### config.mk
export PLATFORM = sky130hd
export DESIGN_NAME = mem_wb_stage
export DESIGN_NICKNAME = d
export VERILOG_FILES = /design/src/rtl/mem_wb_stage.sv
export SDC_FILE = /design/constraint.sdc
export NUM_CORES = 1
export LEC_CHECK = 0
export BUFFER_PORTS_ARGS = -buffer_cell sky130_fd_sc_hd__buf_2
export CORE_MARGIN = 10
export CORE_UTILIZATION = 48
export DETAILED_ROUTE_END_ITERATION = 10
export GPL_TIMING_DRIVEN = 0
export HOLD_SLACK_MARGIN = 0.06
export PLACE_DENSITY = 0.8
export SYNTH_ARGS = -nofsm -noshare
export SYNTH_HDL_FRONTEND = slang
export SYNTH_SLANG_ARGS = --single-unit
### constraint.sdc
create_clock -name clk -period 3.3 [get_ports clk]
set_clock_uncertainty 0.1 [all_clocks]
set_input_delay 0.99 -clock clk [delete_from_list [all_inputs] [get_ports clk]]
set_output_delay 0.99 -clock clk [all_outputs]
set_load 0.01 [all_outputs]
### src/rtl/mem_wb_stage.sv
// MEM/WB pipeline register: captures writeback candidates, aligns and extends load
// data, qualifies the register-file write enable and counts retired instructions.
module mem_wb_stage #(
  parameter int XLEN = 32
) (
  input  logic            clk,
  input  logic            rst,
  input  logic            stall,
  input  logic            flush,
  input  logic            in_valid,
  input  logic [XLEN-1:0] in_alu,
  input  logic [XLEN-1:0] in_mem_rdata,
  input  logic [1:0]      in_addr_lo,
  input  logic [2:0]      in_funct3,
  input  logic [XLEN-1:0] in_pc4,
  input  logic [XLEN-1:0] in_imm,
  input  logic [2:0]      in_wb_src,
  input  logic [4:0]      in_rd,
  input  logic            in_reg_write,
  output logic            wb_valid,
  output logic [2:0]      wb_sel,
  output logic [XLEN-1:0] wb_alu,
  output logic [XLEN-1:0] wb_load,
  output logic [XLEN-1:0] wb_pc4,
  output logic [XLEN-1:0] wb_imm,
  output logic [4:0]      wb_rd,
  output logic            wb_reg_write,
  output logic            wb_misaligned,
  output logic [63:0]     instret
);

  localparam logic [2:0] SRC_LOAD = 3'b001;
  localparam logic [2:0] F3_LB    = 3'b000;
  localparam logic [2:0] F3_LH    = 3'b001;
  localparam logic [2:0] F3_LW    = 3'b010;
  localparam logic [2:0] F3_LBU   = 3'b100;
  localparam logic [2:0] F3_LHU   = 3'b101;

  function automatic logic [XLEN-1:0] align_load(input logic [XLEN-1:0] word,
                                                  input logic [1:0]      lo,
                                                  input logic [2:0]      f3);
    logic signed [7:0]  sbyte;
    logic signed [15:0] shalf;
    logic [XLEN-1:0]    res;
    case (lo)
      2'd0:    sbyte = word[7:0];
      2'd1:    sbyte = word[15:8];
      2'd2:    sbyte = word[23:16];
      default: sbyte = word[31:24];
    endcase
    shalf = lo[1] ? word[31:16] : word[15:0];
    case (f3)
      F3_LB:   res = XLEN'(sbyte);
      F3_LBU:  res = {{(XLEN-8){1'b0}}, sbyte};
      F3_LH:   res = XLEN'(shalf);
      F3_LHU:  res = {{(XLEN-16){1'b0}}, shalf};
      default: res = word;
    endcase
    return res;
  endfunction

  function automatic logic is_misaligned(input logic [2:0] src,
                                         input logic [2:0] f3,
                                         input logic [1:0] lo);
    logic half_bad;
    logic word_bad;
    half_bad = ((f3 == F3_LH) || (f3 == F3_LHU)) && lo[0];
    word_bad = (f3 == F3_LW) && (lo != 2'b00);
    return (src == SRC_LOAD) && (half_bad || word_bad);
  endfunction

  // Stage p0: combinational candidates ahead of the register
  logic [XLEN-1:0] load_p0;
  logic            mis_p0;
  logic            reg_write_p0;

  always_comb begin
    load_p0      = align_load(in_mem_rdata, in_addr_lo, in_funct3);
    mis_p0       = is_misaligned(in_wb_src, in_funct3, in_addr_lo);
    // Reserved sources (1xx) have no defined result, so they never write rd
    reg_write_p0 = in_valid & in_reg_write & (in_rd != 5'd0) & ~mis_p0 & ~in_wb_src[2];
  end

  // Stage p1: registered writeback outputs
  always_ff @(posedge clk) begin
    if (rst) begin
      wb_valid      <= 1'b0;
      wb_sel        <= 3'b000;
      wb_alu        <= '0;
      wb_load       <= '0;
      wb_pc4        <= '0;
      wb_imm        <= '0;
      wb_rd         <= 5'd0;
      wb_reg_write  <= 1'b0;
      wb_misaligned <= 1'b0;
    end else if (flush) begin
      wb_valid      <= 1'b0;
      wb_sel        <= 3'b000;
      wb_rd         <= 5'd0;
      wb_reg_write  <= 1'b0;
      wb_misaligned <= 1'b0;
    end else if (!stall) begin
      wb_valid      <= in_valid;
      wb_sel        <= in_wb_src;
      wb_alu        <= in_alu;
      wb_load       <= load_p0;
      wb_pc4        <= in_pc4;
      wb_imm        <= in_imm;
      wb_rd         <= in_rd;
      wb_reg_write  <= reg_write_p0;
      wb_misaligned <= mis_p0;
    end
  end

  // Counts the instruction leaving writeback on this edge
  always_ff @(posedge clk) begin
    if (rst) begin
      instret <= 64'd0;
    end else if (!stall && wb_valid && !wb_misaligned) begin
      instret <= instret + 64'd1;
    end
  end

endmodule

==> results by group <==
Status
  – Status: completed

Critical path
  – CP Buf/Inv Count: 1
  – Crit path required time: 3610 ps
  – Worst path max stage delay: 760 ps
  – Slowest cell on crit path: nor4_1
  – Worst endpoint data arrival time: 3320 ps
  – Reg-to-reg endpoint: instret[62]
  – Cell Chain, Critical Path: buf_6 -> nand4bb_1 -> nor4_1 -> nand4_1 -> or3_1 -> a21oi_1
  – Critical path type: input port to flip-flop
  – Critical Path End Type: flip-flop
  – Crit path max fanout: 10
  – Family with the most delay on the worst path: simple AND/OR/NAND/NOR gates
  – Worst r2r src: instret[0]
  – R2R Setup Slk: 400 ps
  – Worst r2r path cells: 6
  – Crit path launch type: input port

Floorplanning
  – Top Ports: 350
  – DIE HEIGHT: 150.6 um
  – Die Wd: 150.6 um
  – Starting Density: 0.4919
  – Num rows: 47
  – CORE AREA: 16640 um^2
  – Die Footprint: 22680 um^2

Routing
  – Wirelength per Cell: 18.44 um
  – Antenna viol nets, final: 0
  – DR vias: 8769
  – DR vias/cell: 5.347
  – 1st-pass router iterations: 8
  – DRC Markers: 0
  – 1st-iter DRT viols: 614
  – Final wirelength: 30.25 mm

CTS
  – Worst-path clk slew: 60 ps
  – Root buffer cell: clkbuf_16
  – H-tree levels: 1
  – Clock Latency Late Sink: 500 ps
  – Number of buffers inserted by hold repair at cts: 0
  – Clock sink count: 203
  – Max Root-Sink Buffers: 3
  – CTS Buf Count: 22
  – Postcts setup bufs: 0
  – CTS tree: yes
  – Resized Gates After CTS: 0

Timing
  – Worst setup margin: 290.2 ps
  – Final setup vio count: 0
  – Final hold violations: 0
  – Final period util: 0.9121
  – Setup tns final: 0 ps
  – Min Clock Period, post-route: 3010 ps
  – Worst slew pin tran: 930.6 ps
  – RSZ-0062 raised after global routing: no
  – Fmax achieved: 332.3 MHz
  – Max-slew violation count: 0
  – Relative slew slack: 0.3748

Synth
  – Post-Synthesis Cells: 1027
  – Flops & latches, synth: 203
  – Async S/R FF share, synth: 0
  – Syn Nets: 1175
  – Top_reg_cell synth: dfxtp_1
  – Post-synth cell types: 40
  – Yosys warns: 0
  – Sequential area share after synthesis: 0.4964
  – Post-synth EDFFs: 0
  – Synthesized cell area: 8187 um^2
  – Avg Inst Size Synth: 7.971 um^2

Placement
  – GPL Wtd Cong: 0.9450
  – # port buffers: 347
  – Area after DPL: 10200 um^2
  – Post-Place Setup Slack: -126.6 ps
  – Cells after DPL: 1594
  – Post-DP HPWL: 23.62 mm

Cells and area
  – Most common cell after layout, fill and taps aside: buf_2
  – Final Instance Area: 10980 um^2
  – Area Growth Syn to Fin: 34.14%
  – Share of layout cells above drive strength 1: 0.2822
  – Fill cells: 1420
  – Final nets: 1546
  – Non-filler cells, final: 1640
  – Most frequent cells in the layout: buf_2, nand2_1, dfxtp_1, a21oi_1, nor2_1

Run
  – Max-cap violation count: 0

Pwr
  – Peak VDD IR: 0.0003723 V
  – Total power: 5.722 mW
  – LEAKAGE: 4.750 nW
  – P per Cell Area: 521.1 nW/um^2

GRT
  – GR Overflow Total: 0
  – Pin count of the biggest net entering global routing: 14
  – Met3 GRT Util: 0.08764
  – Global-route usage over all layers: 0.2552
  – M1 GR Usage: 0.2827
  – Vias in the first global route: 8571
  – Antenna violations before repair: 7
  – GR Layer Usage met2: 0.4361
  – Busiest grt layer: met2
  – First-pass GRT wire length: 46.26 mm

Hold path
  – Worst hold path depth: 2
  – Min-Delay Startpoint: wb_imm[10]
  – HP Class: flip-flop to flip-flop
  – Worst Hold Path EP: wb_imm[10]
## synth_stat cells, types with 2 or more instances
cell      number  area share
a211oi_1      30       0.028
xor2_1        18       0.019
nand3b_1       8      0.0073
nand4_1       27       0.021
or2_2          3      0.0023
mux2i_1       11       0.013
and4_1         2      0.0021
buf_1          3      0.0014
nand2_1      248        0.11
or3_1         30       0.023
clkbuf_1      60       0.028
nor2b_1        3      0.0023
nand2b_1       2      0.0015
and3_1         4      0.0031
o21ai_0       40       0.024
mux2_2         9       0.012
or4_4          2      0.0028
xnor2_1       16       0.017
a21oi_1      131       0.080
nor4_1        14       0.011
nand3_1       21       0.013
dfxtp_1      203        0.50
inv_1         12      0.0055
or4_1          4      0.0037
nor2_1        94       0.043
nor3_1        18       0.011
## power by group
part / leakage, nW / total (mW) / switching [mW] / internal [mW]
combinational: 2.72 / 0.546 / 0.333 / 0.213
clock: 0.381 / 2.60 / 0.997 / 1.60
sequential: 1.65 / 2.58 / 0.0417 / 2.53
total: 4.75 / 5.72 / 1.37 / 4.35
## cell type report
type / count / area [um^2] / area share
Sequential cell: 203 / 4064 / 0.3701
Antenna cell: 6 / 15.01 / 0.001367
Clock inverter: 8 / 118.9 / 0.01082
Inverter: 12 / 45.04 / 0.004102
Multi-Input combinational cell: 748 / 3830 / 0.3488
Clock buffer: 32 / 649.4 / 0.05913
Tap cell: 220 / 275.3 / 0.02507
Timing Repair Buffer: 347 / 1737 / 0.1581
Buffer: 64 / 247.7 / 0.02256
## registers in the layout, summed over array words and instances (netlist names)
register	count
wb_alu	32
wb_sel	3
wb_pc4	32
wb_rd	5
wb_valid	1
wb_reg_write	1
wb_load	32
wb_misaligned	1
wb_imm	32
instret	64
## tightest hold or removal path: cells and delay by family (launching register included)
kind	cells	cell delay, ps
DFF	1	300
AOI/OAI and AO/OA	1	50
and+or+nand+nor	1	50
## per-layer routing
layer / part of all wire / routed length (um) / vias up
li1: - / - / 4265
met1: 0.36 / 10860 / 4031
met2: 0.49 / 14790 / 382
met3: 0.11 / 3184 / 83
met4: 0.045 / 1365 / 8
met5: 0.0017 / 51 / -
## cells by family (layout without fill, tap and decap cells)
kind of cell | Yosys count | after routing | synth area share
buffers and inverters | 76 | 463 | 0.03576
AND/OR/NAND/NOR | 485 | 485 | 0.2655
adder cells (fa/ha/maj) | 1 | 1 | 0.001528
XOR/XNOR | 34 | 34 | 0.03637
AO/OA/AOI/OAI | 208 | 208 | 0.1386
flip-flops | 203 | 203 | 0.4964
other | 0 | 6 | 0
multiplexers | 20 | 20 | 0.02583
## through the flow
step | hold WS (ps) | utilization
final | 346.8 | 0.6599
after global routing | 370.3 | 0.6593
after CTS | 351.1 | 0.6590
after detailed placement | 343.0 | 0.6128
after global placement | 336.9 | 0.6128
after floorplan | 376.2 | -
## worst max-delay path by stage
stage	from	slack, ps	end	cells after the start
2_1_floorplan	stall	260	instret[31]	6
3_3_place_gp	stall	-80	instret[58]	6
3_5_place_dp	stall	-130	instret[58]	6
4_1_cts	stall	350	instret[62]	6
5_1_grt	stall	210	instret[58]	6
6_report	stall	290	instret[62]	6
Note: power is estimated with default switching activity, not from simulation.
